## src/rtl/ser_frame_counter.sv

```systemverilog
// ser_frame_counter: deframes start/data/stop serial frames, counting good and bad frames.
// Define SER_FRAME_PARITY_EN to insert an even-parity bit between the data bits and the stop bit.
module ser_frame_counter #(
   parameter int DATA_W = 8,
   parameter int CNT_W  = 8
) (
   input  logic              clk,
   input  logic              rst,
   input  logic              en,
   input  logic              clr,
   input  logic              serIn,
   output logic              serOutValid,
   output logic [DATA_W-1:0] data,
   output logic [CNT_W-1:0]  nt,
   output logic              frameErr,
   output logic [CNT_W-1:0]  errCnt,
   output logic              busy
);
   localparam int BW = DATA_W > 1 ? $clog2(DATA_W) : 1;
   localparam logic [BW-1:0] LAST = BW'(DATA_W - 1);
   localparam logic [CNT_W-1:0] CMAX = '1;
`ifdef SER_FRAME_PARITY_EN
   typedef enum logic [1:0] {IDLE, DATA, PARITY, STOP} state_t;
   localparam state_t AFTER_DATA = PARITY;
`else
   typedef enum logic [1:0] {IDLE, DATA, STOP} state_t;
   localparam state_t AFTER_DATA = STOP;
`endif
   state_t state_q, state_d;
   logic [BW-1:0] bit_cnt_q, bit_cnt_d;
   logic [DATA_W-1:0] sh_q, sh_d, data_q, data_d;
   logic [CNT_W-1:0] nt_q, nt_d, err_cnt_q, err_cnt_d;
   logic valid_q, valid_d, ferr_q, ferr_d, par_err_q, par_err_d, good;
   always_comb begin
      state_d   = state_q;
      bit_cnt_d = bit_cnt_q;
      sh_d      = sh_q;
      data_d    = data_q;
      nt_d      = nt_q;
      err_cnt_d = err_cnt_q;
      par_err_d = par_err_q;
      valid_d   = 1'b0;
      ferr_d    = 1'b0;
`ifdef SER_FRAME_PARITY_EN
      good      = serIn && !par_err_q;
`else
      good      = serIn;
`endif
      case (state_q)
         IDLE: if (en && !serIn) begin
            state_d   = DATA;
            bit_cnt_d = '0;
         end
         DATA: if (!en) state_d = IDLE;
         else begin
            sh_d[bit_cnt_q] = serIn;
            bit_cnt_d       = bit_cnt_q + 1'b1;
            if (bit_cnt_q == LAST) state_d = AFTER_DATA;
         end
`ifdef SER_FRAME_PARITY_EN
         PARITY: if (!en) state_d = IDLE;
         else begin
            par_err_d = ^{sh_q, serIn};
            state_d   = STOP;
         end
`endif
         STOP: begin
            state_d = IDLE;
            if (en && good) begin
               data_d  = sh_q;
               valid_d = 1'b1;
               nt_d    = nt_q == CMAX ? nt_q : nt_q + 1'b1;
            end else if (en) begin
               ferr_d    = 1'b1;
               err_cnt_d = err_cnt_q == CMAX ? err_cnt_q : err_cnt_q + 1'b1;
            end
         end
         default: state_d = IDLE;
      endcase
      // clear wins over a same-edge increment
      if (clr) begin
         nt_d      = '0;
         err_cnt_d = '0;
      end
   end
   always_ff @(posedge clk or posedge rst) begin
      if (rst) begin
         state_q   <= IDLE;
         bit_cnt_q <= '0;
         sh_q      <= '0;
         data_q    <= '0;
         nt_q      <= '0;
         err_cnt_q <= '0;
         par_err_q <= 1'b0;
         valid_q   <= 1'b0;
         ferr_q    <= 1'b0;
      end else begin
         state_q   <= state_d;
         bit_cnt_q <= bit_cnt_d;
         sh_q      <= sh_d;
         data_q    <= data_d;
         nt_q      <= nt_d;
         err_cnt_q <= err_cnt_d;
         par_err_q <= par_err_d;
         valid_q   <= valid_d;
         ferr_q    <= ferr_d;
      end
   end
   assign serOutValid = valid_q;
   assign frameErr    = ferr_q;
   assign data        = data_q;
   assign nt          = nt_q;
   assign errCnt      = err_cnt_q;
   assign busy        = state_q != IDLE;
endmodule

```

## config.mk

```make
export PLATFORM = sky130hd
export DESIGN_NAME = ser_frame_counter
export DESIGN_NICKNAME = d
export VERILOG_FILES = /design/src/rtl/ser_frame_counter.sv
export SDC_FILE = /design/constraint.sdc
export NUM_CORES = 1
export LEC_CHECK = 0
export BUFFER_PORTS_ARGS = -buffer_cell sky130_fd_sc_hd__buf_2
export CORE_MARGIN = 3
export CORE_UTILIZATION = 54
export DETAILED_ROUTE_END_ITERATION = 12
export PLACE_DENSITY = 0.81
export SETUP_SLACK_MARGIN = 0.15
export SLEW_MARGIN = 10
export SYNTH_ARGS = -nofsm -noshare
export SYNTH_HDL_FRONTEND = slang
export SYNTH_SLANG_ARGS = --single-unit
export TNS_END_PERCENT = 30
```

## constraint.sdc

```tcl
create_clock -name clk -period 2.1 [get_ports clk]
set_clock_uncertainty 0.2 [all_clocks]
set_input_delay 0.21 -clock clk [delete_from_list [all_inputs] [get_ports clk]]
set_output_delay 0.21 -clock clk [all_outputs]
set_load 0.05 [all_outputs]
```

==> results of run 1 <==
-- metal layers --
| metal | track usage [%] | vias to the layer above |
|---|---|---|
| li1 | - | 700 |
| met1 | 23.5 | 670 |
| met2 | 30.3 | 33 |
| met3 | 6.68 | 6 |
| met4 | 6.47 | 0 |
| met5 | 0 | - |
-- critical path: stages, from the launching register on --
cell and delay (ns):
dfrtp_2 0.45, ha_2 0.21, and4_1 0.15, or4b_1 0.51
xor2_1 0.14, nor2_1 0.05
-- repair_timing --
action,CTS,global route
resized for setup,0,1
buffers inserted,0,1
setup endpoints to repair,0,1
hold endpoints to repair,40,0
hold buffers,2,0
-- sequential cells by signal, summed over array words and instances, names as in the netlist --
name / flops
frameErr: 1
nt: 8
errCnt: 8
bit_cnt_q: 3
serOutValid: 1
state_q: 2
sh_q: 8
data: 8
-- cell type report --
cell class	count	area (sq um)
fillers	240	995
clock inverters	2	35.0
well taps	44	55.1
repair buffers	37	205
inverters	3	11.3
multi-input cells	126	795
flip-flops and latches	39	981
clock buffers	6	51.3
-- worst paths after layout --
kind                                              end             startpoint  slack (ns)  cells after the start
worst min-delay path            errCnt[4]$_DFFE_PP0P_                    clr        0.02                      2
worst max-delay path            errCnt[5]$_DFFE_PP0P_  errCnt[1]$_DFFE_PP0P_        0.28                      5
min in group asynchronous       errCnt[3]$_DFFE_PP0P_                    rst        0.30                      4
max in group asynchronous           nt[0]$_DFFE_PP0P_                    rst        1.05                      4
worst min register to register    data[4]$_DFFE_PP0P_    data[4]$_DFFE_PP0P_        0.28                      2
worst max register to register  errCnt[5]$_DFFE_PP0P_  errCnt[1]$_DFFE_PP0P_        0.28                      5
-- cell families (layout without fill, tap and decap cells) --
logic type	count (synthesis)	count (layout)	synth area share [%]
DFF	39	39	53.9
AOI/OAI and AO/OA	26	26	9.75
xor gates and xnor gates	3	3	1.45
muxes	12	12	7.19
and+or+nand+nor	81	81	22.6
adders and majority gates	4	4	2.77
buffers and inverters	10	48	2.28
-- Yosys cell counts (4+ instances only) --
master / number / area share [%]
ha_1: 4 / 2.8
nand2_1: 33 / 6.8
dfrtp_1: 39 / 54
mux2i_1: 4 / 2.2
nand3_1: 8 / 2.2
nor2_1: 14 / 2.9
nand3b_1: 4 / 1.7
a21oi_1: 8 / 2.2
mux2_2: 8 / 5.0
-- where the power goes --
group	internal, W	switching (W)
combinational	0.0000589	0.0000569
clock	0.000281	0.000245
sequential	0.000803	0.0000416
total	0.00114	0.000344
-- metrics by stage --
| step | cells | power [W] | area [sq um] | hold WS, ns | util [%] |
|---|---|---|---|---|---|
| global route | 257 | 0.00157 | 2130 | 0.00918 | 68.2 |
| finish | 257 | 0.00149 | 2130 | 0.0196 | 68.2 |
| floorplan | 175 | 0.000941 | 1810 | 0.196 | - |
| detailed placement | 246 | 0.000975 | 2020 | 0.149 | 64.5 |
| CTS | 256 | 0.00150 | 2120 | 0.0112 | 67.9 |
| global placement | 246 | 0.000964 | 2020 | 0.143 | 64.5 |
==> flow_metrics.env, run 1 <==
export IMPL_critical_path_class="reg -> reg"
export IMPL_worst_slack_ns=0.278
export IMPL_wl_met2_mm=1.61
export IMPL_rsz0062_at_grt="false"
export IMPL_rows=20
export IMPL_max_slew_margin_pct=68.2
export IMPL_wl_met3_um=204
export IMPL_die_w_um=63.9
export IMPL_critPathMaxFanout=6
export IMPL_grt_pass1_wl_mm=5.95
export IMPL_num_vias=1409
export IMPL_gp_congestion=0.908
export IMPL_antenna_found_initial=0
export IMPL_grt_max_degree=40
export IMPL_wl_met1_mm=1.55
export IMPL_cp_start_kind="flop"
export IMPL_layout_common_cells="35 x dfrtp_1, 33 x nand2_1, 31 x buf_2"
export IMPL_start_util_pct=57.8
export IMPL_highest_layer="met4"
export IMPL_io_pins=32
export IMPL_drt_pass1_iter_count=4
export IMPL_h_tree_depth=2
export IMPL_clkTransAtPathRegs_ns=0.12
export IMPL_hp_class="in -> reg"
export IMPL_vias_per_cell=5.48
export IMPL_synth_ff_type="dfrtp_1"
export IMPL_syn_area_per_cell_sq_um=10.3
export IMPL_cts_tree="done"
export IMPL_synth_cell_types=37
export IMPL_first_global_vias=1341
export IMPL_wl_per_cell_um=13.3
export IMPL_clockBufferDepth=2
export IMPL_power_density_nw_per_um2=697
export IMPL_drtIter0Drc=103
export IMPL_seq_area_frac_synth_pct=53.9
export IMPL_critical_path_required_ns=2.14
export IMPL_wirelength_mm=3.42
export IMPL_coreArea_sq_um=3130
export IMPL_dp_hpwl_mm=2.40
export IMPL_peakVddDrop_mv=0.625
export IMPL_drv_slew=0
export IMPL_numPortBuffers=31
export IMPL_place_ws_ns=0.221
export IMPL_ys_ff_latch=39
export IMPL_end_kind="flop"
export IMPL_hold_viol=0
export IMPL_synthArstFlopShare_pct=100
export IMPL_cts_buffers=5
export IMPL_p_leak_nw=1.08
export IMPL_drc=0
export IMPL_maxCapViolations=0
export IMPL_worstMarginPinSlew_ns=0.476
export IMPL_fin_nets=221
export IMPL_synth_net_count=184
export IMPL_fmax_mhz=549
export IMPL_ys_warnings_count=0
export IMPL_ant_nets=0
export IMPL_synth_edf_count=0
export IMPL_period_share_pct=86.8
export IMPL_cts_root_buf="clkbuf_4"
export IMPL_outcome="finished, final reports clean"
export IMPL_clock_latency_ns=0.35
export IMPL_die_h_um=63.9
export IMPL_final_common_cell="dfrtp_1"
export IMPL_die_area_sq_um=4080
export IMPL_cp_arrival_ns=1.86
export IMPL_period_minus_slack_ns=1.82
export IMPL_cts_sinks=39
export IMPL_area_growth_pct=17.9
export IMPL_drive_gt1_share_pct=27.7
export IMPL_synth_area_sq_um=1810
export IMPL_final_setup_tns_ns=0
export IMPL_grt_overflow_total=0
export IMPL_final_setup_viol_count=0
export IMPL_grtUsageTotal_pct=18.9
export IMPL_diodes=0
export IMPL_syn_inst=175
(Power assumes the default switching activity.)
==> run 2: changes to the inputs <==
--- a/config.mk
+++ b/config.mk
@@ -6,10 +6,12 @@
 export NUM_CORES = 1
 export LEC_CHECK = 0
 export BUFFER_PORTS_ARGS = -buffer_cell sky130_fd_sc_hd__buf_2
+export CORE_ASPECT_RATIO = 1.25
 export CORE_MARGIN = 3
-export CORE_UTILIZATION = 54
+export CORE_UTILIZATION = 55
+export CTS_BUF_LIST = sky130_fd_sc_hd__clkbuf_8
 export DETAILED_ROUTE_END_ITERATION = 12
-export PLACE_DENSITY = 0.81
+export PLACE_DENSITY = 0.83
 export SETUP_SLACK_MARGIN = 0.15
 export SLEW_MARGIN = 10
 export SYNTH_ARGS = -nofsm -noshare
==> run 2 against run 1 <==
Sequential share of layout area increased by 0.30 points. Highest routed layer unchanged. Setup slack got worse by 0.090 ns. Non-clock buffer count unchanged. Worst hold slack improved by 0.050 ns. Largest power group unchanged. Largest cell class unchanged. Total power decreased by 2.8%.
==> flow_metrics.env, run 2 (same netlist as run 1, synthesis figures left out) <==
export IMPL_drtIter0Drc=83
export IMPL_final_common_cell="dfrtp_1"
export IMPL_fin_util_pct=69.4
export IMPL_clkTransAtPathRegs_ns=0.07
export IMPL_outcome="finished, final reports clean"
export IMPL_use_met2_pct=32.1
export IMPL_fin_nets=221
export IMPL_max_slew_margin_pct=68.1
export IMPL_final_setup_tns_ns=0
export IMPL_worstMarginPinSlew_ns=0.479
export IMPL_layout_common_cells="35 x dfrtp_1, 33 x nand2_1, 31 x buf_2"
export IMPL_p_leak_nw=1.08
export IMPL_cp_arrival_ns=1.88
export IMPL_gp_congestion=0.863
export IMPL_grtUsageTotal_pct=20.4
export IMPL_design_area_sq_um=2120
export IMPL_dp_hpwl_mm=2.63
export IMPL_grt_overflow_total=0
export IMPL_rsz0062_at_grt="true"
export IMPL_cts_root_buf="clkbuf_8"
export IMPL_grt_max_degree=40
export IMPL_antenna_found_initial=0
export IMPL_hold_viol=0
export IMPL_cts_tree="done"
export IMPL_peakVddDrop_mv=0.515
export IMPL_diodes=0
export IMPL_fillers=234
export IMPL_die_area_sq_um=4020
export IMPL_use_met1_pct=26.2
export IMPL_start_util_pct=59.2
export IMPL_h_tree_depth=2
export IMPL_rows=22
export IMPL_fmax_mhz=523
export IMPL_ant_nets=0
export IMPL_die_h_um=70.1
export IMPL_drt_pass1_iter_count=4
export IMPL_area_growth_pct=17.2
export IMPL_grt_pass1_wl_mm=6.31
export IMPL_die_w_um=57.3
export IMPL_coreArea_sq_um=3060
export IMPL_hp_class="in -> reg"
export IMPL_drive_gt1_share_pct=27.7
export IMPL_critical_path_required_ns=2.06
export IMPL_first_global_vias=1388
export IMPL_period_share_pct=91.1
export IMPL_num_vias=1430
export IMPL_whs_ns=0.0698
export IMPL_path_cells="ha_2, and4_1, or4b_1, xor2_1, nor2_1"
export IMPL_clock_latency_ns=0.29
export IMPL_cts_sinks=39
export IMPL_power_density_nw_per_um2=682
export IMPL_cp_start_kind="flop"
export IMPL_drc=0
export IMPL_grt_busiest_layer="met2"
export IMPL_slowest_delay_ns=0.55
export IMPL_end_kind="flop"
export IMPL_io_pins=32
export IMPL_maxCapViolations=0
export IMPL_vias_per_cell=5.74
export IMPL_period_minus_slack_ns=1.91
export IMPL_wl_per_cell_um=14.9
export IMPL_dpl_cell_area_sq_um=2010
export IMPL_final_setup_viol_count=0
export IMPL_use_met3_pct=5.73
export IMPL_wirelength_mm=3.72
export IMPL_drv_slew=0
export IMPL_critPathMaxFanout=6
export IMPL_critical_path_class="reg -> reg"
export IMPL_numPortBuffers=31
export IMPL_p_total_w=0.00144
export IMPL_clockBufferDepth=2
export IMPL_critPathSlowestCell="or4b_1"
export IMPL_cts_buffers=5
==> run 2: path summary, 6_finish.rpt <==
check	startpoint	end	slack (ns)	depth (start not counted)
worst max-delay path	errCnt[0]$_DFFE_PP0P_	errCnt[5]$_DFFE_PP0P_	0.19	5
max in group asynchronous	rst	nt[0]$_DFFE_PP0P_	0.97	4
worst min register to register	sh_q[5]$_DFFE_PP0P_	data[5]$_DFFE_PP0P_	0.27	2
worst min-delay path	en	bit_cnt_q[0]$_DFFE_PP0P_	0.07	3
worst max register to register	errCnt[0]$_DFFE_PP0P_	errCnt[5]$_DFFE_PP0P_	0.19	5
min in group asynchronous	rst	sh_q[5]$_DFFE_PP0P_	0.37	4
==> run 2: final cells by class <==
cell class	instances	area, sq um	share of cell area [%]
multi-input combinational	126	795	37.5
sequential	39	981	46.3
clock buffer	5	68.8	3.25
tap	36	45.0	2.13
clock inverter	3	16.3	0.767
timing repair buffer	37	203	9.56
inverter	3	11.3	0.531
==> run 2: repair_timing <==
item	in CTS	in global routing
hold endpoints to repair	39	0
setup endpoints to repair	1	2
resized for setup	1	0
pin swaps	0	0
hold buffers	1	0
buffers inserted	0	2
==> run 2: worst max-delay path: cells and delay by family, from the launching register on <==
kind | cells | cell delay (ns)
and+or+nand+nor | 3 | 0.77
xor gates and xnor gates | 1 | 0.16
adders and majority gates | 1 | 0.23
DFF | 1 | 0.43
==> run 2: layer usage <==
layer	up-vias	wire, um
met3	6	148
met5	-	0
met1	699	1600
met4	0	53
met2	33	1910
li1	692	-
==> run 2: per-stage QoR <==
stage | setup slack (ns) | std cells
2_1_floorplan | 0.126 | 175
3_3_place_gp | 0.258 | 238
3_5_place_dp | 0.142 | 238
4_1_cts | 0.188 | 247
5_1_grt | 0.141 | 249
6_report | 0.187 | 249
==> run 2: power by group <==
part | total [W] | switching, W | internal, W
sequential | 0.000845 | 0.0000422 | 0.000803
combinational | 0.000117 | 0.0000585 | 0.0000586
clock | 0.000482 | 0.000255 | 0.000227
==> run 3: changes to the inputs <==
--- a/config.mk
+++ b/config.mk
@@ -8,11 +8,12 @@
 export BUFFER_PORTS_ARGS = -buffer_cell sky130_fd_sc_hd__buf_2
 export CORE_ASPECT_RATIO = 1.25
 export CORE_MARGIN = 3
-export CORE_UTILIZATION = 55
+export CORE_UTILIZATION = 40
 export CTS_BUF_LIST = sky130_fd_sc_hd__clkbuf_8
 export DETAILED_ROUTE_END_ITERATION = 12
-export PLACE_DENSITY = 0.83
-export SETUP_SLACK_MARGIN = 0.15
+export MAX_ROUTING_LAYER = met4
+export PLACE_DENSITY = 0.64
+export SETUP_SLACK_MARGIN = 0.5
 export SLEW_MARGIN = 10
 export SYNTH_ARGS = -nofsm -noshare
 export SYNTH_HDL_FRONTEND = slang
==> run 3 against run 2 <==
Total power increased by 2.7%. Non-clock buffer count increased by 7. Worst hold slack got worse by 0.00070 ns. Count of clock-buffer cells in the layout increased by 1.
==> flow_metrics.env, run 3 (same netlist as run 1, synthesis figures left out) <==
export IMPL_slowest_delay_ns=0.41
export IMPL_die_area_sq_um=5370
export IMPL_ant_nets=0
export IMPL_switching_power_w=0.000355
export IMPL_cts_buffers=5
export IMPL_coreArea_sq_um=4230
export IMPL_clkTransAtPathRegs_ns=0.07
export IMPL_io_pins=32
export IMPL_p_int_w=0.00113
export IMPL_place_ws_ns=0.303
export IMPL_grt_max_degree=40
export IMPL_max_slew_margin_pct=67.7
export IMPL_swShare_pct=23.9
export IMPL_h_tree_depth=2
export IMPL_clock_latency_ns=0.29
export IMPL_first_global_vias=1470
export IMPL_vias_per_cell=5.25
export IMPL_drt_pass1_iter_count=4
export IMPL_cts_root_buf="clkbuf_8"
export IMPL_drive_gt1_share_pct=41.8
export IMPL_period_minus_slack_ns=1.75
export IMPL_diodes=0
export IMPL_fin_nets=228
export IMPL_worstMarginPinSlew_ns=0.484
export IMPL_hold_viol=0
export IMPL_critical_path_required_ns=1.69
export IMPL_drc=0
export IMPL_fmax_mhz=572
export IMPL_area_growth_pct=28.1
export IMPL_grt_pass1_wl_mm=6.75
export IMPL_dp_hpwl_mm=2.71
export IMPL_critPathSlowestCell="dfrtp_1"
export IMPL_power_frac_clock_pct=34.3
export IMPL_drv_slew=0
export IMPL_antenna_found_initial=0
export IMPL_critical_path_class="reg -> out"
export IMPL_p_leak_nw=1.13
export IMPL_rows=26
export IMPL_whs_ns=0.0691
export IMPL_hp_class="in -> reg"
export IMPL_start_util_pct=42.8
export IMPL_wl_per_cell_um=14.3
export IMPL_numPortBuffers=31
export IMPL_cts_tree="done"
export IMPL_layout_common_cells="31 x nand2_1, 31 x buf_2, 24 x dfrtp_1"
export IMPL_path_cells="buf_4, or2_2, buf_2"
export IMPL_peakVddDrop_mv=0.355
export IMPL_drtIter0Drc=56
export IMPL_end_kind="primary output"
export IMPL_grt_overflow_total=0
export IMPL_seqPwrFrac_pct=57.1
export IMPL_cp_start_kind="flop"
export IMPL_rsz0062_at_grt="true"
export IMPL_period_share_pct=83.3
export IMPL_die_w_um=66.2
export IMPL_outcome="finished, final reports clean"
export IMPL_gp_congestion=0.913
export IMPL_num_vias=1449
export IMPL_grtUsageTotal_pct=16.9
export IMPL_final_setup_viol_count=0
export IMPL_clockBufferDepth=2
export IMPL_worst_slack_ns=0.351
export IMPL_power_density_nw_per_um2=641
export IMPL_maxCapViolations=0
export IMPL_die_h_um=81.2
export IMPL_cp_arrival_ns=1.34
export IMPL_cts_sinks=39
export IMPL_comb_power_share_pct=8.5
export IMPL_wirelength_mm=3.95
export IMPL_critPathMaxFanout=4
export IMPL_final_setup_tns_ns=0
-- run 3: power by group through the flow --
| stage | sequential [W] | clock (W) | combinational (W) |
|---|---|---|---|
| 6_report | 0.000848 | 0.000510 | 0.000126 |
| 5_1_grt | 0.000857 | 0.000558 | 0.000142 |
| 4_1_cts | 0.000848 | 0.000533 | 0.000125 |
| 3_5_place_dp | 0.000860 | 0 | 0.000117 |
| 3_3_place_gp | 0.000858 | 0 | 0.000109 |
| 2_1_floorplan | 0.000843 | 0 | 0.0000979 |
-- run 3: through the flow --
| stage | area [sq um] | std cells | power, W | utilization [%] |
|---|---|---|---|---|
| final | 2320 | 276 | 0.00148 | 54.8 |
| after global routing | 2320 | 276 | 0.00156 | 54.8 |
| after CTS | 2280 | 275 | 0.00151 | 54.0 |
| after detailed placement | 2100 | 258 | 0.000978 | 49.7 |
| after global placement | 2100 | 258 | 0.000968 | 49.7 |
| after floorplan | 1880 | 175 | 0.000941 | - |
-- run 3: path summary, 6_finish.rpt --
check / depth (start not counted) / slack (ns) / from / to
setup / recovery: 3 / 0.35 / state_q[0]$_DFFE_PP0P_ / busy
hold / removal: 3 / 0.07 / en / bit_cnt_q[0]$_DFFE_PP0P_
setup reg to reg: 4 / 0.35 / state_q[0]$_DFFE_PP0P_ / errCnt[5]$_DFFE_PP0P_
hold reg to reg: 2 / 0.27 / data[5]$_DFFE_PP0P_ / data[5]$_DFFE_PP0P_
max in group asynchronous: 4 / 0.96 / rst / errCnt[6]$_DFFE_PP0P_
min in group asynchronous: 4 / 0.37 / rst / nt[1]$_DFFE_PP0P_
-- run 3: per-layer routing --
layer / GRT usage (%) / up-vias / wire length, um
li1: - / 704 / -
met1: 19.5 / 706 / 1730
met2: 27.8 / 33 / 2000
met3: 4.56 / 6 / 150
met4: 7.11 / 0 / 73
met5: - / - / 0
-- run 3: what timing repair did --
item | 4_1_cts | 5_1_grt
pin swaps | 2 | 2
endpoints found under the hold margin | 39 | 0
setup endpoints to repair | 16 | 23
hold buffers | 1 | 0
buffers inserted | 8 | 1
resized for setup | 6 | 7
-- run 3: layout make-up --
type                            instances  area [sq um]
Inverter                                3          11.3
Tap cell                               56          70.1
Fill cell                             397          1910
Timing Repair Buffer                   44           255
Clock buffer                            6          82.6
Sequential cell                        39           995
Multi-Input combinational cell        126           895
Clock inverter                          2          8.76
-- run 3: critical path, delay by kind of cell, from the launching register on --
| kind | cells | cell delay (ns) |
|---|---|---|
| flops | 1 | 0.41 |
| buf+inv | 2 | 0.37 |
| simple gates | 1 | 0.28 |
